$ cat config.mk
export PLATFORM = sky130hd
export DESIGN_NAME = layer_scheduler_flat
export DESIGN_NICKNAME = d
export VERILOG_FILES = /design/src/rtl/layer_scheduler_pkg.sv /design/src/rtl/layer_scheduler_if.sv /design/src/rtl/layer_scheduler.sv /design/src/flat_wrapper.sv
export SDC_FILE = /design/constraint.sdc
export NUM_CORES = 1
export LEC_CHECK = 0
export ABC_AREA = 1
export CAP_MARGIN = 30
export CORE_AREA = 2 2 179 181
export DETAILED_ROUTE_END_ITERATION = 8
export DIE_AREA = 0 0 181 183
export PLACE_DENSITY = 0.6
export SETUP_SLACK_MARGIN = 0.5
export SLEW_MARGIN = 10
export SYNTH_ARGS = -nofsm -noshare
export SYNTH_HDL_FRONTEND = slang
export SYNTH_SLANG_ARGS = --single-unit
export TNS_END_PERCENT = 100
$ cat constraint.sdc
create_clock -name clk -period 2.9 [get_ports clk]
set_input_delay 0.435 -clock clk [delete_from_list [all_inputs] [get_ports clk]]
set_output_delay 0.435 -clock clk [all_outputs]
set_load 0.01 [all_outputs]
$ cat src/rtl/layer_scheduler_pkg.sv
// Shared NPU definitions: scheduler state encoding and index-width helper.
package npu_pkg;

  typedef enum logic [2:0] {
    IDLE    = 3'd0,
    FETCH   = 3'd1,
    LOAD    = 3'd2,
    RUN     = 3'd3,
    CAPTURE = 3'd4,
    DONE    = 3'd5
  } sched_state_t;

  // Index width for a count of n items; never narrower than one bit.
  function automatic int idx_width(input int n);
    return (n <= 1) ? 1 : $clog2(n);
  endfunction

endpackage

$ cat src/rtl/layer_scheduler_if.sv
// Host-side input/output vector streams of the layer scheduler.
interface layer_scheduler_if #(
  parameter int N          = 4,
  parameter int DATA_WIDTH = 8,
  parameter int NUM_LAYERS = 4
);
  logic                               in_valid;
  logic                               in_ready;
  logic [N*DATA_WIDTH-1:0]            in_vec;
  logic [$clog2(NUM_LAYERS+1)-1:0]    num_layers_cfg;
  logic                               out_valid;
  logic                               out_ready;
  logic [N*DATA_WIDTH-1:0]            out_vec;

  modport master (
    output in_valid, in_vec, num_layers_cfg, out_ready,
    input  in_ready, out_valid, out_vec
  );

  modport slave (
    input  in_valid, in_vec, num_layers_cfg, out_ready,
    output in_ready, out_valid, out_vec
  );
endinterface

$ cat src/rtl/layer_scheduler.sv
// Runs K fully-connected layers back to back through one shared Layer datapath,
// fetching each layer's weights/biases and feeding results back as activations.
module layer_scheduler
  import npu_pkg::*;
#(
  parameter int N             = 4,
  parameter int DATA_WIDTH    = 8,
  parameter int NUM_LAYERS    = 4,
  parameter int LAYER_LATENCY = 3,
  localparam int IW = idx_width(NUM_LAYERS),
  localparam int KW = $clog2(NUM_LAYERS + 1),
  localparam int CW = idx_width(LAYER_LATENCY),
  localparam int VW = N * DATA_WIDTH,
  localparam int WW = N * N * DATA_WIDTH
) (
  input  logic          clk,
  input  logic          rst,
  layer_scheduler_if.slave host,
  output logic          wmem_rd_en,
  output logic [IW-1:0] wmem_addr,
  input  logic [WW-1:0] wmem_weights,
  input  logic [VW-1:0] wmem_biases,
  output logic [VW-1:0] layer_in_vec,
  output logic [WW-1:0] layer_weights,
  output logic [VW-1:0] layer_biases,
  input  logic [VW-1:0] layer_out_vec,
  output logic          busy,
  output logic [IW-1:0] layer_idx
);

  sched_state_t  state_reg;
  logic [IW-1:0] layer_idx_reg;
  logic [KW-1:0] k_reg;
  logic [KW-1:0] k_next;
  logic [CW-1:0] cnt_reg;
  logic [VW-1:0] act_reg;
  logic [WW-1:0] w_reg;
  logic [VW-1:0] b_reg;
  logic          last_layer;

  // Zero layers still means one pass; requests beyond the memory depth saturate.
  always_comb begin
    k_next = host.num_layers_cfg;
    if (host.num_layers_cfg == '0)
      k_next = KW'(1);
    else if (host.num_layers_cfg > KW'(NUM_LAYERS))
      k_next = KW'(NUM_LAYERS);
  end

  assign last_layer = (KW'(layer_idx_reg) == k_reg - KW'(1));

  always_ff @(posedge clk) begin
    if (rst) begin
      state_reg     <= IDLE;
      layer_idx_reg <= '0;
      k_reg         <= KW'(1);
      cnt_reg       <= '0;
      act_reg       <= '0;
      w_reg         <= '0;
      b_reg         <= '0;
    end else begin
      case (state_reg)
        IDLE: begin
          if (host.in_valid) begin
            act_reg       <= host.in_vec;
            layer_idx_reg <= '0;
            k_reg         <= k_next;
            state_reg     <= FETCH;
          end
        end
        FETCH: state_reg <= LOAD;
        LOAD: begin
          // Memory data arrives exactly one cycle after the read strobe.
          w_reg     <= wmem_weights;
          b_reg     <= wmem_biases;
          cnt_reg   <= '0;
          state_reg <= RUN;
        end
        RUN: begin
          if (cnt_reg == CW'(LAYER_LATENCY - 1))
            state_reg <= CAPTURE;
          else
            cnt_reg <= cnt_reg + CW'(1);
        end
        CAPTURE: begin
          act_reg <= layer_out_vec;
          if (last_layer) begin
            state_reg <= DONE;
          end else begin
            layer_idx_reg <= layer_idx_reg + IW'(1);
            state_reg     <= FETCH;
          end
        end
        DONE: begin
          if (host.out_ready)
            state_reg <= IDLE;
        end
        default: state_reg <= IDLE;
      endcase
    end
  end

  assign host.in_ready  = (state_reg == IDLE);
  assign host.out_valid = (state_reg == DONE);
  assign host.out_vec   = act_reg;
  assign busy           = (state_reg != IDLE);
  assign wmem_rd_en     = (state_reg == FETCH);
  assign wmem_addr      = layer_idx_reg;
  assign layer_idx      = layer_idx_reg;

  // Layer inputs come straight from registers so they only move in LOAD/CAPTURE.
  assign layer_in_vec  = act_reg;
  assign layer_weights = w_reg;
  assign layer_biases  = b_reg;

endmodule

$ cat src/flat_wrapper.sv
// flat-port wrapper written by rule: the top's interface ports become plain ports
module layer_scheduler_flat import npu_pkg::*;
#(
  parameter int N             = 4,
  parameter int DATA_WIDTH    = 8,
  parameter int NUM_LAYERS    = 4,
  parameter int LAYER_LATENCY = 3,
  localparam int IW = idx_width(NUM_LAYERS),
  localparam int KW = $clog2(NUM_LAYERS + 1),
  localparam int CW = idx_width(LAYER_LATENCY),
  localparam int VW = N * DATA_WIDTH,
  localparam int WW = N * N * DATA_WIDTH
)
  (clk, rst, wmem_rd_en, wmem_addr, wmem_weights, wmem_biases, layer_in_vec, layer_weights, layer_biases, layer_out_vec, busy, layer_idx, host_in_valid, host_in_vec, host_num_layers_cfg, host_out_ready, host_in_ready, host_out_valid, host_out_vec);
  layer_scheduler_if #(.N(N), .DATA_WIDTH(DATA_WIDTH), .NUM_LAYERS(NUM_LAYERS)) host_i ();
  input  logic clk;
  input  logic rst;
  output logic wmem_rd_en;
  output logic [IW-1:0] wmem_addr;
  input  logic [WW-1:0] wmem_weights;
  input  logic [VW-1:0] wmem_biases;
  output logic [VW-1:0] layer_in_vec;
  output logic [WW-1:0] layer_weights;
  output logic [VW-1:0] layer_biases;
  input  logic [VW-1:0] layer_out_vec;
  output logic busy;
  output logic [IW-1:0] layer_idx;
  input wire logic [$bits(host_i.in_valid)-1:0] host_in_valid;
  input wire logic [$bits(host_i.in_vec)-1:0] host_in_vec;
  input wire logic [$bits(host_i.num_layers_cfg)-1:0] host_num_layers_cfg;
  input wire logic [$bits(host_i.out_ready)-1:0] host_out_ready;
  output wire logic [$bits(host_i.in_ready)-1:0] host_in_ready;
  output wire logic [$bits(host_i.out_valid)-1:0] host_out_valid;
  output wire logic [$bits(host_i.out_vec)-1:0] host_out_vec;
  assign host_i.in_valid = host_in_valid;
  assign host_i.in_vec = host_in_vec;
  assign host_i.num_layers_cfg = host_num_layers_cfg;
  assign host_i.out_ready = host_out_ready;
  assign host_in_ready = host_i.in_ready;
  assign host_out_valid = host_i.out_valid;
  assign host_out_vec = host_i.out_vec;
  layer_scheduler #(.N(N), .DATA_WIDTH(DATA_WIDTH), .NUM_LAYERS(NUM_LAYERS), .LAYER_LATENCY(LAYER_LATENCY)) u_core (.clk(clk), .rst(rst), .host(host_i), .wmem_rd_en(wmem_rd_en), .wmem_addr(wmem_addr), .wmem_weights(wmem_weights), .wmem_biases(wmem_biases), .layer_in_vec(layer_in_vec), .layer_weights(layer_weights), .layer_biases(layer_biases), .layer_out_vec(layer_out_vec), .busy(busy), .layer_idx(layer_idx));
endmodule
== Word-level counts from Yosys, hierarchy flattened ==
Index checks and enable logic that the tools add are counted.
Storage, ports and cells
  register bits after elaboration: 202
  output and inout port bits: 232
  word-level logic and storage cells: 47
Operators by class
  add/subtract/negate cells: 3
  magnitude comparators: 1
  eq/ne operators: 12
  muxes and demuxes: 14
  reduce and logical (&&, ||, !) cells: 10
Operators with widths (count)
  $pmux W32 S2: 1
  $mux W32: 1
  $mux W3: 6
  $pmux W3 S6: 1
  $ne A2 B2 Y1 const B: 4
  $pmux W2 S2: 2
  $eq A3 B2 Y1 const B: 2
  $eq A3 B3 Y1 const B: 2
  $logic_not A3 Y1: 2
  $mux W2: 3
  $reduce_and A2 Y1: 3
  $reduce_and A3 Y1: 2
  $add A2 B1 Y2 const B: 2
  $reduce_bool A2 Y1: 2
  $eq A2 B3 Y1: 1
  $eq A3 B1 Y1 const B: 1
  $gt A3 B3 Y1 const B: 1
  $reduce_bool A3 Y1: 1
  $sub A3 B1 Y3 const B: 1
  $eq A2 B2 Y1 const B: 1
  $ne A2 B1 Y1 const B: 1

== Longest topological paths before layout ==
Gate-level depths: netlist of the first run.
  depth in word-level cells: 4
  gate-level depth with buffers: 10
  depth with buffers taken out: 10

== Worst setup path after synthesis of the first run ==
OpenSTA, ideal clock, no wires.
  path kind: input-to-reg
  start: in rst
  end: reg u_core.w_reg[13] (netlist: u_core.layer_weights[13])
  setup time: 65 ps
  arrival: 1353 ps
  data required time: 2835 ps
  path slack: 1483 ps
  cell stages on the path: 6
  cell sequence: clkbuf_1 clkinv_1 clkbuf_1 clkbuf_1 o21ai_0 nor2_1
RTL lines
  start, declared: RTL line flat_wrapper.sv:17  | input logic rst;
  end signal, assigned: RTL line layer_scheduler.sv:74  | w_reg <= wmem_weights;
  end, declared: RTL line layer_scheduler.sv:37  | logic [WW-1:0] w_reg;

== Final worst setup path of the first run ==
  start: reg u_core.state_reg[0]
  end: out busy
On the way
  longest elaborated chain between the ends: 1
RTL lines
  start, declared: RTL line layer_scheduler.sv:31  | sched_state_t state_reg;
  start signal, assigned: RTL line layer_scheduler.sv:54  | state_reg <= IDLE;
  start signal, assigned: RTL line layer_scheduler.sv:68  | state_reg <= FETCH;
  start signal, assigned: RTL line layer_scheduler.sv:71  | FETCH: state_reg <= LOAD;
  $reduce_bool A3 Y1: RTL line layer_scheduler.sv:106  | assign busy = (state_reg != IDLE);
  end, declared: RTL line flat_wrapper.sv:26  | output logic busy;
Every way passes these cells.

==> impl_metrics.toml, run 1 <==
[yosys]
yosysMostFrequentCell = "nor2_1"
synth.distinct_cells = 22
synth_commonest_cells = "nor2_1, dfxtp_1, o21ai_0, nand2_1, a21oi_1"
synth.area.top_cells = "dfxtp_1, nor2_1, o21ai_0, a21oi_1, buf_4"
yosysSeqAreaShare = 0.5260
yosysTopAreaCellShare = 0.5260
synthesis.nets = 1256
ys_seq_elements = 202
synth_area_um2 = 7689
synth_area_leader_cell = "dfxtp_1"
syn_inst = 1023
async_reset_ff_frac = 0
synthSimpleGateAreaFrac = 0.2295
ys.flop_type = "dfxtp_1"
synth_top_family_by_area = "simple AND/OR/NAND/NOR gates"
synthMuxAreaShare = 0
synth_enable_flop_cells = 0
synth_compound_area_frac = 0.1554
synth_xor_area_frac = 0.001139
yosys.area_share.adder = 0.003255
yosysWarnings = 0
syn_area_per_cell_um2 = 7.516

[floorplanning]
dieArea_um2 = 33120
die_h_um = 183
die_w_um = 181
core_um2 = 31230
start_util = 0.2462
row_count = 65
ioPinCount = 463

[placed_design]
hpwl_um = 19320
globalplace.congestion = 0.7760
place.port_buffers = 462
dpl_cell_area_um2 = 12360
dpl.cell_count = 1792

[timing]
finalMaxSlewViolations = 0
rsz0062_at_grt = "false"
finalHoldViolations = 0
clock_skew_ns = 0.02047
maxSlewHeadroom = 0.3952
fin_crit_ns = 2.264
worstMarginPinSlew_ns = 0.9051
setup_tns_ns = 0
min_period_over_period = 0.7807
whs_ns = 0.4685
setup_viol = 0
fmax_mhz = 441.7

[detailed_routing]
drc = 0
wire_per_inst_um = 15.26
drt_wl_total_um = 28010
antenna_left = 0
routed_via_density = 4.377
vias = 8037
dr.pass1.iters = 4
drtIter0Drc = 317

[global_routing]
track_usage = 0.1592
grt_pass1_vias = 7711
grt_overflow = 0
grt_max_degree = 163
antenna_found_initial = 0
grt_pass1_wl_um = 42850

[worst_setup_path]
r2r_setup_slack_ns = 1.11
arrival_ns = 1.83
worst_setup_path_start_kind = "register"
crit_fanout = 4
crit_required_ns = 2.47
endpoint_kind = "output port"
cpPeakStageDelay_ns = 0.57
path_cells = "inv_1, nand2_2, nor2_2, inv_1, clkdlybuf4s50_1"
critPathKind = "reg2out"
crit_path_top_delay_cell = "clkdlybuf4s50_1"
path_common_cell = "inv_1"

[cts]
numCtsBuffers = 24
clock_latency_ns = 0.53
cts_root_buf = "clkbuf_16"
cts_tree = "done"
clk_pin_slew_worst_paths_ns = 0.06
htreeDepth = 1
clk_path_buf_depth = 3
post_cts_buffers = 0
cts_sinks = 202

[layout]
drive_above_1_share = 0.04254
postLayoutCellArea_um2 = 13220
multi_input_area_um2 = 3003
seq_area_um2 = 4046
fillers = 3168
nets = 1649
num_antenna_cells = 0
area_growth_pct = 71.91
stdcell_count = 1836
largest_reg_flops = 128

[min_path]
hp-class = "reg2reg"

[pwr]
p_leak_uw = 0.005353
vdd_drop_max_v = 0.0005036
powerDensity_nw_per_um2 = 674.9

[outcome]
status = "complete, no violations"

[job]
drv_cap = 0
## cell families (layout without fill, tap and decap cells)
kind of cell | Yosys count | after routing
compound gates | 237 | 237
xor+xnor | 1 | 1
fa+ha+maj | 2 | 2
buf+inv | 119 | 530
flops | 202 | 202
simple gates | 462 | 462
## per-layer routing
metal  GRT usage  wire length, um  vias to the layer above
met5           0                0                        -
met4     0.03545              455                        0
met3     0.05520             2644                       35
met2      0.2766            13470                      332
met1      0.1897            11450                     3647
li1            -                -                     4023
## worst max-delay path: cells and delay by family (launching register included)
family / cells / cell delay (ns)
flops: 1 / 0.37
buf+inv: 3 / 0.75
simple gates: 2 / 0.19
## final timing paths
kind	depth (start not counted)	start	to
worst max-delay path	5	u_core.state_reg[0]	busy
worst min-delay path	2	u_core.k_reg[1]	u_core.k_reg[1]
worst max register to register	7	u_core.state_reg[0]	u_core.host.out_vec[4]
worst min register to register	2	u_core.k_reg[1]	u_core.k_reg[1]
## layout by cell type (no fill, tap or decap), drive strengths merged
cell type / netlist / layout
clkdlybuf4s50: 0 / 462
nor2: 365 / 365
dfxtp: 202 / 202
o21ai: 164 / 164
nand2: 91 / 91
a21oi: 71 / 71
clkbuf: 30 / 36
inv: 16 / 18
buf: 72 / 7
clkinv: 1 / 5
nand3: 3 / 3
a211oi: 2 / 2
ha: 2 / 2
bufinv: 0 / 2
nor3: 1 / 1
xnor2: 1 / 1
nand4: 1 / 1
or2: 1 / 1
## final cells by class
| cell class | instances | area share |
|---|---|---|
| Clock inverter | 8 | 0.009182 |
| Clock buffer | 36 | 0.05566 |
| Multi-Input combinational cell | 702 | 0.2272 |
| Inverter | 17 | 0.005206 |
| Tap cell | 402 | 0.03805 |
| Timing Repair Buffer | 469 | 0.3586 |
| Sequential cell | 202 | 0.3061 |
## per-stage QoR
step | setup WS [ns] | power [uW] | util
after floorplan | 1.483 | 4448 | -
after global placement | 0.8544 | 5804 | 0.3956
after detailed placement | 0.8437 | 5818 | 0.3956
after CTS | 0.5251 | 9075 | 0.4231
after global routing | 0.5251 | 9407 | 0.4232
final | 0.6361 | 8920 | 0.4232
## power by group
part / internal [uW] / total [uW] / switching, uW / leakage, uW
Clock: 1940 / 3170 / 1230 / 0.000425
Combinational: 1250 / 2350 / 1100 / 0.00327
Sequential: 3180 / 3400 / 223 / 0.00165
## repair_timing
item / 4_1_cts / 5_1_grt
resized for setup: 1 / 2
hold buffers: 0 / 0
endpoints found under the setup margin: 1 / 3
endpoints found under the hold margin: 0 / 0
(Power assumes the default switching activity.)
==> run 2: changes to the inputs <==
--- a/config.mk
+++ b/config.mk
@@ -7,10 +7,10 @@
 export LEC_CHECK = 0
 export ABC_AREA = 1
 export CAP_MARGIN = 30
-export CORE_AREA = 2 2 179 181
+export CORE_AREA = 2 2 178 180
 export DETAILED_ROUTE_END_ITERATION = 8
-export DIE_AREA = 0 0 181 183
-export PLACE_DENSITY = 0.6
+export DIE_AREA = 0 0 180 182
+export PLACE_DENSITY = 0.61
 export SETUP_SLACK_MARGIN = 0.5
 export SLEW_MARGIN = 10
 export SYNTH_ARGS = -nofsm -noshare
==> constraint.sdc (replaced) <==
create_clock -name clk -period 2.2 [get_ports clk]
set_input_delay 0.33 -clock clk [delete_from_list [all_inputs] [get_ports clk]]
set_output_delay 0.33 -clock clk [all_outputs]
set_load 0.01 [all_outputs]
==> impl_metrics.toml, run 2 (same netlist as run 1, synthesis figures left out) <==
[timing]
min_period_over_period = 0.7662
setup_tns_ns = 0
setup_viol = 0
fmax_mhz = 593.3
finalHoldViolations = 0
maxSlewHeadroom = 0.6825
rsz0062_at_grt = "true"
finalMaxSlewViolations = 0
clock_skew_ns = 0.006786
fin_crit_ns = 1.686
worstMarginPinSlew_ns = 0.4763

[worst_setup_path]
endpoint_kind = "output port"
worstReg2RegStart = "u_core.state_reg[2]"
r2r_setup_slack_ns = 0.61
crit_required_ns = 1.87
cp-startpoint = "u_core.state_reg[0]"
crit_fanout = 4
arrival_ns = 1.36
worst_setup_path_start_kind = "register"
critPathKind = "reg2out"

[cts]
htreeDepth = 1
clk_path_buf_depth = 3
numCtsBuffers = 25
cts_sinks = 202
cts_tree = "done"
clock_latency_ns = 0.53
clk_pin_slew_worst_paths_ns = 0.06
cts_root_buf = "clkbuf_16"

[floorplanning]
row_count = 65
dieArea_um2 = 32760
start_util = 0.2481
core_um2 = 30990
die_w_um = 180
die_h_um = 182
ioPinCount = 463

[layout]
multi_input_area_um2 = 3023
stdcell_count = 1845
area_growth_pct = 69.75
largest_reg_flops = 128
layout_common_cells = "nor2_1, clkdlybuf4s50_1, dlygate4sd2_1"
seq_area_um2 = 4056
nets = 1657
fillers = 3232
final_common_cell = "nor2_1"
drive_above_1_share = 0.05413

[global_routing]
grt_pass1_wl_um = 45150
grt_pass1_vias = 8098
antenna_found_initial = 2
grt_overflow = 0
grt_max_degree = 110
track_usage = 0.1701

[placed_design]
dpl.cell_count = 1795
hpwl_um = 20000
place.port_buffers = 462
globalplace.congestion = 0.8003

[outcome]
status = "complete, no violations"

[min_path]
hp-start = "wmem_weights[86]"
hp-class = "in2reg"

[detailed_routing]
routed_via_density = 4.428
vias = 8170
drt_wl_total_um = 29250
drtIter0Drc = 327
drc = 0
dr.pass1.iters = 4
antenna_left = 0
wire_per_inst_um = 15.85

[pwr]
vdd_drop_max_v = 0.0006983
powerDensity_nw_per_um2 = 875.7
p_leak_uw = 0.006366

[job]
drv_cap = 0
run 2: stage by stage:
stage | hold WS (ns) | instance area (um2) | worst slack (ns) | util | total power, uW
4_1_cts | 0.3503 | 13010 | 0.2997 | 0.4198 | 11590
2_1_floorplan | 0.4453 | 7689 | 0.8749 | - | 5864
5_1_grt | 0.3556 | 13050 | 0.4401 | 0.4211 | 12060
6_report | 0.3814 | 13050 | 0.5145 | 0.4212 | 11430
3_5_place_dp | 0.4623 | 12400 | 0.3942 | 0.4003 | 7703
3_3_place_gp | 0.4556 | 12400 | 0.4296 | 0.4003 | 7675
run 2: cell type report:
class / instances / area share
Clock buffer: 38 / 0.05627
Multi-Input combinational cell: 702 / 0.2316
Antenna cell: 2 / 0.0003835
Clock inverter: 6 / 0.007574
Inverter: 17 / 0.006327
Tap cell: 402 / 0.03854
Sequential cell: 202 / 0.3108
Timing Repair Buffer: 476 / 0.3485
run 2: where the power goes:
| part | switching [uW] | internal, uW |
|---|---|---|
| Clock | 1610 | 2540 |
| Sequential | 264 | 4190 |
| Combinational | 1510 | 1310 |
| Total | 3390 | 8040 |
run 2: worst paths after layout:
check | end | depth (start not counted)
max | busy | 5
min | u_core.layer_weights[86] | 3
max reg2reg | u_core.layer_weights[100] | 7
min reg2reg | u_core.cnt_reg[1] | 2
run 2: routing by layer:
| metal | track usage | up-vias | wire length [um] |
|---|---|---|---|
| met1 | 0.1953 | 3723 | 11970 |
| met2 | 0.2972 | 349 | 13870 |
| li1 | - | 4050 | - |
| met3 | 0.05957 | 48 | 2638 |
| met5 | 0 | - | 0 |
| met4 | 0.05106 | 0 | 768 |
run 2: worst max-delay path, cell delays in order, from the launching register on:
cell and delay [ns]:
dfxtp_2 0.37, inv_2 0.06, nand2_4 0.10, nor2_4 0.04
inv_1 0.09, clkbuf_2 0.15
run 2: repair_timing:
action                     4_1_cts  5_1_grt
setup buffers                    0        3
gates resized for setup        257       11
setup endpoints to repair      370       85
pin swaps                        0        3
hold buffers                     0        0
cloned                           1        0
